File: config.mk
export PLATFORM = sky130hd
export DESIGN_NAME = key_prio_encoder
export DESIGN_NICKNAME = d
export VERILOG_FILES = /design/src/rtl/key_enc_pkg.sv /design/src/rtl/key_debounce.sv /design/src/rtl/key_prio_encoder.sv
export SDC_FILE = /design/constraint.sdc
export NUM_CORES = 1
export LEC_CHECK = 0
export ABC_AREA = 1
export BUFFER_PORTS_ARGS = -buffer_cell sky130_fd_sc_hd__buf_2
export CAP_MARGIN = 20
export CORE_UTILIZATION = 47
export DETAILED_ROUTE_END_ITERATION = 8
export MAX_ROUTING_LAYER = met4
export RECOVER_POWER = 50
export SKIP_LAST_GASP = 1
export SYNTH_ARGS = -nofsm -noshare
export SYNTH_HDL_FRONTEND = slang
export SYNTH_HIERARCHICAL = 1
export SYNTH_SLANG_ARGS = --single-unit
File: constraint.sdc
create_clock -name clk -period 3 [get_ports clk]
set_clock_uncertainty 0.05 [all_clocks]
set_input_delay 0.75 -clock clk [delete_from_list [all_inputs] [get_ports clk]]
set_output_delay 0.75 -clock clk [all_outputs]
set_load 0.03 [all_outputs]
File: src/rtl/key_enc_pkg.sv
`default_nettype none
// ============================================================================
// Module   : key_enc_pkg
// Brief    : Default constants and width helper for the key priority encoder.
// Revision : 1.0 - initial release
// ============================================================================
package key_enc_pkg;

  localparam int KEY_ENC_N_DEF   = 4;
  localparam int KEY_ENC_DEB_DEF = 500000;

  // ceil(log2(n)), never below one bit so single-value ranges still get a wire
  function automatic int key_enc_width(input int n);
    return (n < 2) ? 1 : $clog2(n);
  endfunction

endpackage
`default_nettype wire

File: src/rtl/key_debounce.sv
`default_nettype none
// ============================================================================
// Module   : key_debounce
// Brief    : 2-flop synchronizer plus counter-based debouncer for one key bit.
// Revision : 1.0 - initial release
// ============================================================================
module key_debounce #(
  parameter int DEB_CYC = 500000,
  parameter int CW      = 19
) (
  input  logic clk,
  input  logic rst_n,
  input  logic key_raw,
  output logic stable
);

  localparam logic [CW-1:0] c_cnt_last = CW'(DEB_CYC - 1);

  logic          r_sync1;
  logic          r_sync2;
  logic          r_stable;
  logic [CW-1:0] r_cnt;

  // The stable state only moves after DEB_CYC consecutive mismatching samples;
  // any match in between throws the pending change away.
  always_ff @(posedge clk or negedge rst_n) begin
    if (!rst_n) begin
      r_sync1  <= 1'b1;
      r_sync2  <= 1'b1;
      r_stable <= 1'b1;
      r_cnt    <= '0;
    end else begin
      r_sync1 <= key_raw;
      r_sync2 <= r_sync1;
      if (r_sync2 == r_stable) begin
        r_cnt <= '0;
      end else if (r_cnt == c_cnt_last) begin
        r_stable <= r_sync2;
        r_cnt    <= '0;
      end else begin
        r_cnt <= r_cnt + 1'b1;
      end
    end
  end

  assign stable = r_stable;

endmodule
`default_nettype wire

File: src/rtl/key_prio_encoder.sv
`default_nettype none
// ============================================================================
// Module   : key_prio_encoder
// Brief    : Debounced active-low keys -> registered highest-index code, valid
//            flag and new-code event. Define KEY_ENC_HOLD_EN to keep the last
//            code on full release.
// Revision : 1.0 - initial release
// ============================================================================
module key_prio_encoder
  import key_enc_pkg::*;
#(
  parameter  int N       = KEY_ENC_N_DEF,
  parameter  int DEB_CYC = KEY_ENC_DEB_DEF,
  localparam int W       = key_enc_width(N)
) (
  input  logic         clk,
  input  logic         rst_n,
  input  logic [N-1:0] key,
  output logic [W-1:0] code,
  output logic         valid,
  output logic         evt
);

  localparam int CW = key_enc_width(DEB_CYC + 1);

  logic [N-1:0] w_stable;
  logic [N-1:0] w_active;
  logic         w_hit;
  logic [W-1:0] w_idx;
  logic [W-1:0] w_code_idle;
  logic [W-1:0] w_code_nxt;
  logic         w_evt_nxt;

  logic [W-1:0] r_code;
  logic         r_valid;
  logic         r_evt;

  genvar gi;
  generate
    for (gi = 0; gi < N; gi++) begin : g_deb
      key_debounce #(
        .DEB_CYC (DEB_CYC),
        .CW      (CW)
      ) u_deb (
        .clk     (clk),
        .rst_n   (rst_n),
        .key_raw (key[gi]),
        .stable  (w_stable[gi])
      );
    end
  endgenerate

  assign w_active = ~w_stable;

  // Later iterations overwrite earlier ones, so the highest pressed index wins.
  always_comb begin
    w_hit = 1'b0;
    w_idx = '0;
    for (int i = 0; i < N; i++) begin
      if (w_active[i]) begin
        w_hit = 1'b1;
        w_idx = W'(i);
      end
    end
  end

`ifdef KEY_ENC_HOLD_EN
  assign w_code_idle = r_code;
`else
  assign w_code_idle = '0;
`endif

  assign w_code_nxt = w_hit ? w_idx : w_code_idle;
  assign w_evt_nxt  = w_hit && (!r_valid || (w_idx != r_code));

  always_ff @(posedge clk or negedge rst_n) begin
    if (!rst_n) begin
      r_code  <= '0;
      r_valid <= 1'b0;
      r_evt   <= 1'b0;
    end else begin
      r_code  <= w_code_nxt;
      r_valid <= w_hit;
      r_evt   <= w_evt_nxt;
    end
  end

  assign code  = r_code;
  assign valid = r_valid;
  assign evt   = r_evt;

endmodule
`default_nettype wire
==> results.toml, run 1 <==
[outcome]
outcome = "finished, final reports clean"

[clocking]
root_buffer = "clkbuf_8"
post_cts_buffers = 0
clk_latency_ns = 0.36
cts_buffers = 9
path_clk_slew_ns = 0.09
post_cts_resize_count = 0
clockBufferDepth = 2
cts_tree = "built"
ctsHoldBuffers = 0
htreeDepth = 3
cts.sinks = 92

[grt]
grt_usage_pct = 20.1
grt_start_max_net_pins = 77
gr-total-overflow = 0
grt_pass1_vias = 3810
antenna_found_initial = 0
grt_pass1_wl_mm = 17.0

[worst_setup_path]
end_kind = "primary output"
worstReg2RegStart = "g_deb[0].u_deb/stable"
start_kind = "flip-flop"
cpLargestDelayFamily = "flip-flops"
startpoint = "code[0]"
worst-path-max-fanout = 3
cp.buffers_inverters = 1
cp.required_ns = 2.20
cp_slowest_cell = "dfrtp_1"
cp_data_arrival_time_ns = 0.94
setup.worst_path.class = "reg2out"
cpPeakStageDelay_ns = 0.41
critical_path.cell_chain = "buf_2"

[yosys]
synth_fp_nets = 618
syn_inst = 608
synth_top_area_cell = "dfrtp_1"
syn_area_per_cell_um2 = 8.13
ys_types = 23
yosysTopAreaCellShare_pct = 40.5
ys.warnings.count = 6
ys_seq_elements = 92
yosys-top-cells-area = "dfrtp_1 (40%), nor2_1 (9.9%), nand2_1 (7.7%)"
synth_area_um2 = 4950
synth_seq_area_share_pct = 46.9

[drt]
first_pass_iters = 4
vias = 3742
wl_mm = 9.44
drt-wirelength-per-cell_um = 12.2
viasPerCell = 4.85
drtIter0Drc = 106
ant_nets = 0
drc = 0

[timing]
setup_violations = 0
rsz0062_at_grt = "no"
min_period_ns = 1.74
relSlewSlack_pct = 35.2
tightest_slew_ns = 0.972
finalHoldViolCount = 0
fmax_mhz = 573
slew_viol_final = 0
tns_ns = 0
fin_crit_sh_pct = 58.1

[die]
start_util_pct = 48.1
design.core.area_um2 = 10300
die_w_um = 105
core.rowCount = 37
die_h_um = 105
dieArea_um2 = 10900
io_pins = 10

[finish]
syn_to_final_growth_pct = 8.70
final_layout_size_suffix_gt1_share_pct = 16.4
fill_cells = 998
fin_cells = 771
num_antenna_cells = 0
fin_nets = 640
final_util_pct = 52.3

[pwr]
p_leak_nw = 2.32
vdd_ir_drop_max_mv = 0.224
p_total_mw = 2.25
power-per-cell-area_nw_per_um2 = 419

[place]
place_congestion = 0.863
placedCellCount = 755
port_buffers = 9
dp_hpwl_mm = 6.85

[flow_run]
drv_cap = 0

[min_path]
hp-start = "g_deb[0].u_deb/r_sync1"
hold_path_class = "reg2reg"
==> cells by family after synthesis <==
logic type | Yosys count | synth area share [%]
simple gates | 360 | 35.2
flops | 92 | 46.9
buf+inv | 80 | 6.07
compound gates | 36 | 3.85
xor+xnor | 36 | 6.98
fa+ha+maj | 4 | 1.01
==> flip-flops by register name, summed over array words and instances (netlist names) <==
| register | count |
|---|---|
| g_deb.u_deb/r_cnt | 76 |
| g_deb.u_deb/r_sync1 | 4 |
| g_deb.u_deb/r_sync2 | 4 |
| g_deb.u_deb/stable | 4 |
| code | 2 |
| evt | 1 |
| valid | 1 |
==> cells in the mapped netlist <==
master   count
dfrtp_1     80
xor2_2       4
o21ai_0      4
dfstp_2     12
a21oi_1     12
inv_2        8
nor3b_2      8
ha_1         4
nor2_4      12
o21ai_1     16
nor2_1     130
nand2_4      4
xor2_1      24
nand2_1    102
nand2_2     16
xnor2_1      8
nor3_1       8
nand4_1      9
inv_1       72
nor2_2      16
nand3_1     51
nand3_2      4
o21a_1       4
==> per-layer routing <==
metal / global-route usage, % / part of all wire, % / vias up
met4: 6.54 / 0.75 / 0
met1: 26.4 / 49 / 1765
li1: - / - / 1935
met3: 4.24 / 2.6 / 8
met5: - / 0 / -
met2: 31.2 / 47 / 34
==> through the flow <==
stage,setup WS (ns),area [µm²],hold slack (ns)
after detailed placement,1.22,5180,0.298
after CTS,1.22,5390,0.311
after global routing,1.17,5380,0.314
after floorplan,1.69,4950,0.295
after global placement,1.24,5180,0.296
final,1.26,5380,0.309
==> layout by cell type (no fill, tap or decap), drive strengths merged <==
cell type	instances
nor2	158
nand2	122
dfrtp	80
inv	80
nand3	55
xor2	28
o21ai	20
a21oi	12
dfstp	12
clkbuf	12
buf	10
nand4	9
nor3	8
nor3b	8
xnor2	8
o21a	4
ha	4
clkinv	2
bufinv	2
clkinvlp	1
==> power breakdown <==
part / leakage [nW] / switching (mW) / internal (mW)
registers: 1.22 / 0.0124 / 1.26
clock network: 0.103 / 0.423 / 0.467
logic: 0.998 / 0.0638 / 0.0221
==> worst paths after layout <==
check	to	slack, ns	cells past startpoint
max	code[0]	1.26	1
min	g_deb[0].u_deb/r_sync2	0.31	0
max reg2reg	g_deb[0].u_deb/r_cnt[4]	1.28	4
min reg2reg	g_deb[0].u_deb/r_sync2	0.31	0
max in group asynchronous	g_deb[0].u_deb/r_cnt[17]	1.64	2
min in group asynchronous	g_deb[2].u_deb/r_cnt[14]	0.46	1
==> layout make-up <==
class | instances | area (µm²) | area share (%)
Clock buffer | 11 | 131 | 2.44
Clock inverter | 5 | 77.6 | 1.44
Inverter | 80 | 300 | 5.59
Multi-Input combinational cell | 436 | 2320 | 43.2
Sequential cell | 92 | 2320 | 43.1
Tap cell | 136 | 170 | 3.16
Timing Repair Buffer | 11 | 58.8 | 1.09
No activity file was read; power rests on OpenSTA's default activity.
==> run 2, diff against run 1 <==
==> constraint.sdc (replaced) <==
create_clock -name clk -period 1.8 [get_ports clk]
set_clock_uncertainty 0.05 [all_clocks]
set_input_delay 0.45 -clock clk [delete_from_list [all_inputs] [get_ports clk]]
set_output_delay 0.45 -clock clk [all_outputs]
set_load 0.03 [all_outputs]
==> results.toml, run 2 (synthesized netlist as in run 1, its figures left out) <==
[outcome]
outcome = "finished, final reports clean"

[grt]
top_usage_layer = "met2"
grt_use_met2_pct = 30.8
grt_pass1_vias = 3632
grt_start_max_net_pins = 30
grt.met3_usage_pct = 5.05
grt_usage_pct = 19.5
grt_use_met1_pct = 25.3
grt_pass1_wl_mm = 16.5
antenna_found_initial = 0
gr-total-overflow = 0

[pwr]
vdd_ir_drop_max_mv = 0.475
p_switching_uw = 814
power-per-cell-area_nw_per_um2 = 692
comb_power_share_pct = 4.0
p_leak_nw = 2.35
p_total_mw = 3.76
seq_power_share_pct = 56.5
clock_power_share_pct = 39.5
swShare_pct = 21.7
p_int_mw = 2.94

[drt]
first_pass_iters = 4
drtIter0Drc = 222
viasPerCell = 4.81
vias = 3724
wl_mm = 9.27
drt-wirelength-per-cell_um = 12.0
ant_nets = 0
drc = 0

[finish]
top_register = "g_deb.u_deb/r_cnt"
final_common_cell = "nor2_1"
num_antenna_cells = 0
final_layout_size_suffix_gt1_share_pct = 17.2
layout_common_cells = "nor2_1 (130), nand2_1 (102), dfrtp_1 (80)"
fin_nets = 643
largest_reg_flops = 76
syn_to_final_growth_pct = 9.74

[timing]
setup_violations = 0
slew_viol_final = 0
min_period_ns = 1.56
relSlewSlack_pct = 58.4
tns_ns = 0
tightest_slew_ns = 0.624
fmax_mhz = 640
rsz0062_at_grt = "no"
finalHoldViolCount = 0
fin_crit_sh_pct = 86.8

[clocking]
cts_buffers = 9
cts.sinks = 92
cts_tree = "built"
root_buffer = "clkbuf_8"
clk_latency_ns = 0.37
htreeDepth = 3
post_cts_buffers = 0
path_clk_slew_ns = 0.08
clockBufferDepth = 2

[worst_setup_path]
end_kind = "asynchronous set/reset pin"
cp_slowest_cell = "dlygate4sd3_1"
cpLargestDelayFamily = "buffers and inverters"
critical_path.cell_chain = "dlygate4sd3_1 -> clkbuf_2 -> clkbuf_4"
start_kind = "primary input"
setup.worst_path.class = "in2async"
cpPeakStageDelay_ns = 0.52
cp.buffers_inverters = 3
cp.required_ns = 2.22
cp_data_arrival_time_ns = 1.98
worst-path-max-fanout = 25

[place]
dp_hpwl_mm = 6.92
port_buffers = 9
place_congestion = 0.898

[die]
die_h_um = 105
design.core.area_um2 = 10300
core.rowCount = 37
io_pins = 10
die_w_um = 105
start_util_pct = 48.1
dieArea_um2 = 10900

[min_path]
hold_path_class = "in2reg"

[flow_run]
drv_cap = 0
==> run 2: routing by layer <==
metal | vias up | wire, µm
li1 | 1952 | -
met1 | 1725 | 4520
met2 | 39 | 4340
met3 | 8 | 316
met4 | 0 | 93
met5 | - | 0
==> run 2: cell type report <==
| cell class | count | area [µm²] |
|---|---|---|
| inverters | 80 | 300 |
| repair buffers | 14 | 95.1 |
| flip-flops and latches | 92 | 2320 |
| fillers | 1003 | 4850 |
| multi-input cells | 436 | 2330 |
| clock inverters | 1 | 30.0 |
| well taps | 136 | 170 |
| clock buffers | 15 | 186 |
==> run 2: final timing paths <==
check	slack (ns)	cells past startpoint	start	end
min reg2reg	0.31	0	g_deb[2].u_deb/r_sync1	g_deb[2].u_deb/r_sync2
max in group clk	0.29	8	g_deb[1].u_deb/r_cnt[0]	g_deb[1].u_deb/r_cnt[18]
max	0.24	3	rst_n	g_deb[2].u_deb/r_sync1
min	0.13	1	key[0]	g_deb[0].u_deb/r_sync1
max reg2reg	0.29	8	g_deb[1].u_deb/r_cnt[0]	g_deb[1].u_deb/r_cnt[18]
min in group asynchronous	0.57	2	rst_n	g_deb[2].u_deb/r_cnt[9]
==> run 2: per-stage QoR <==
stage	cells	worst slack, ns	area (µm²)	utilization, %	hold WS (ns)
floorplan	608	0.494	4950	-	0.104
global placement	757	0.346	5220	50.8	0.296
detailed placement	757	0.315	5220	50.8	0.299
CTS	774	0.284	5450	53.0	0.103
global route	774	0.0658	5430	52.8	0.0993
finish	774	0.237	5430	52.8	0.127
==> run 2: power by group through the flow <==
stage / sequential (mW) / clock [mW] / combinational [mW]
floorplan: 2.16 / 0 / 0.0780
global placement: 2.16 / 0 / 0.156
detailed placement: 2.17 / 0 / 0.158
CTS: 2.13 / 1.54 / 0.161
global route: 2.13 / 1.60 / 0.177
finish: 2.12 / 1.48 / 0.148
==> run 2: repair_timing <==
action                                  CTS  global route
resized for setup                         0             0
endpoints found under the setup margin    0             0
hold buffers                              1             0
hold endpoints to repair                 14             0
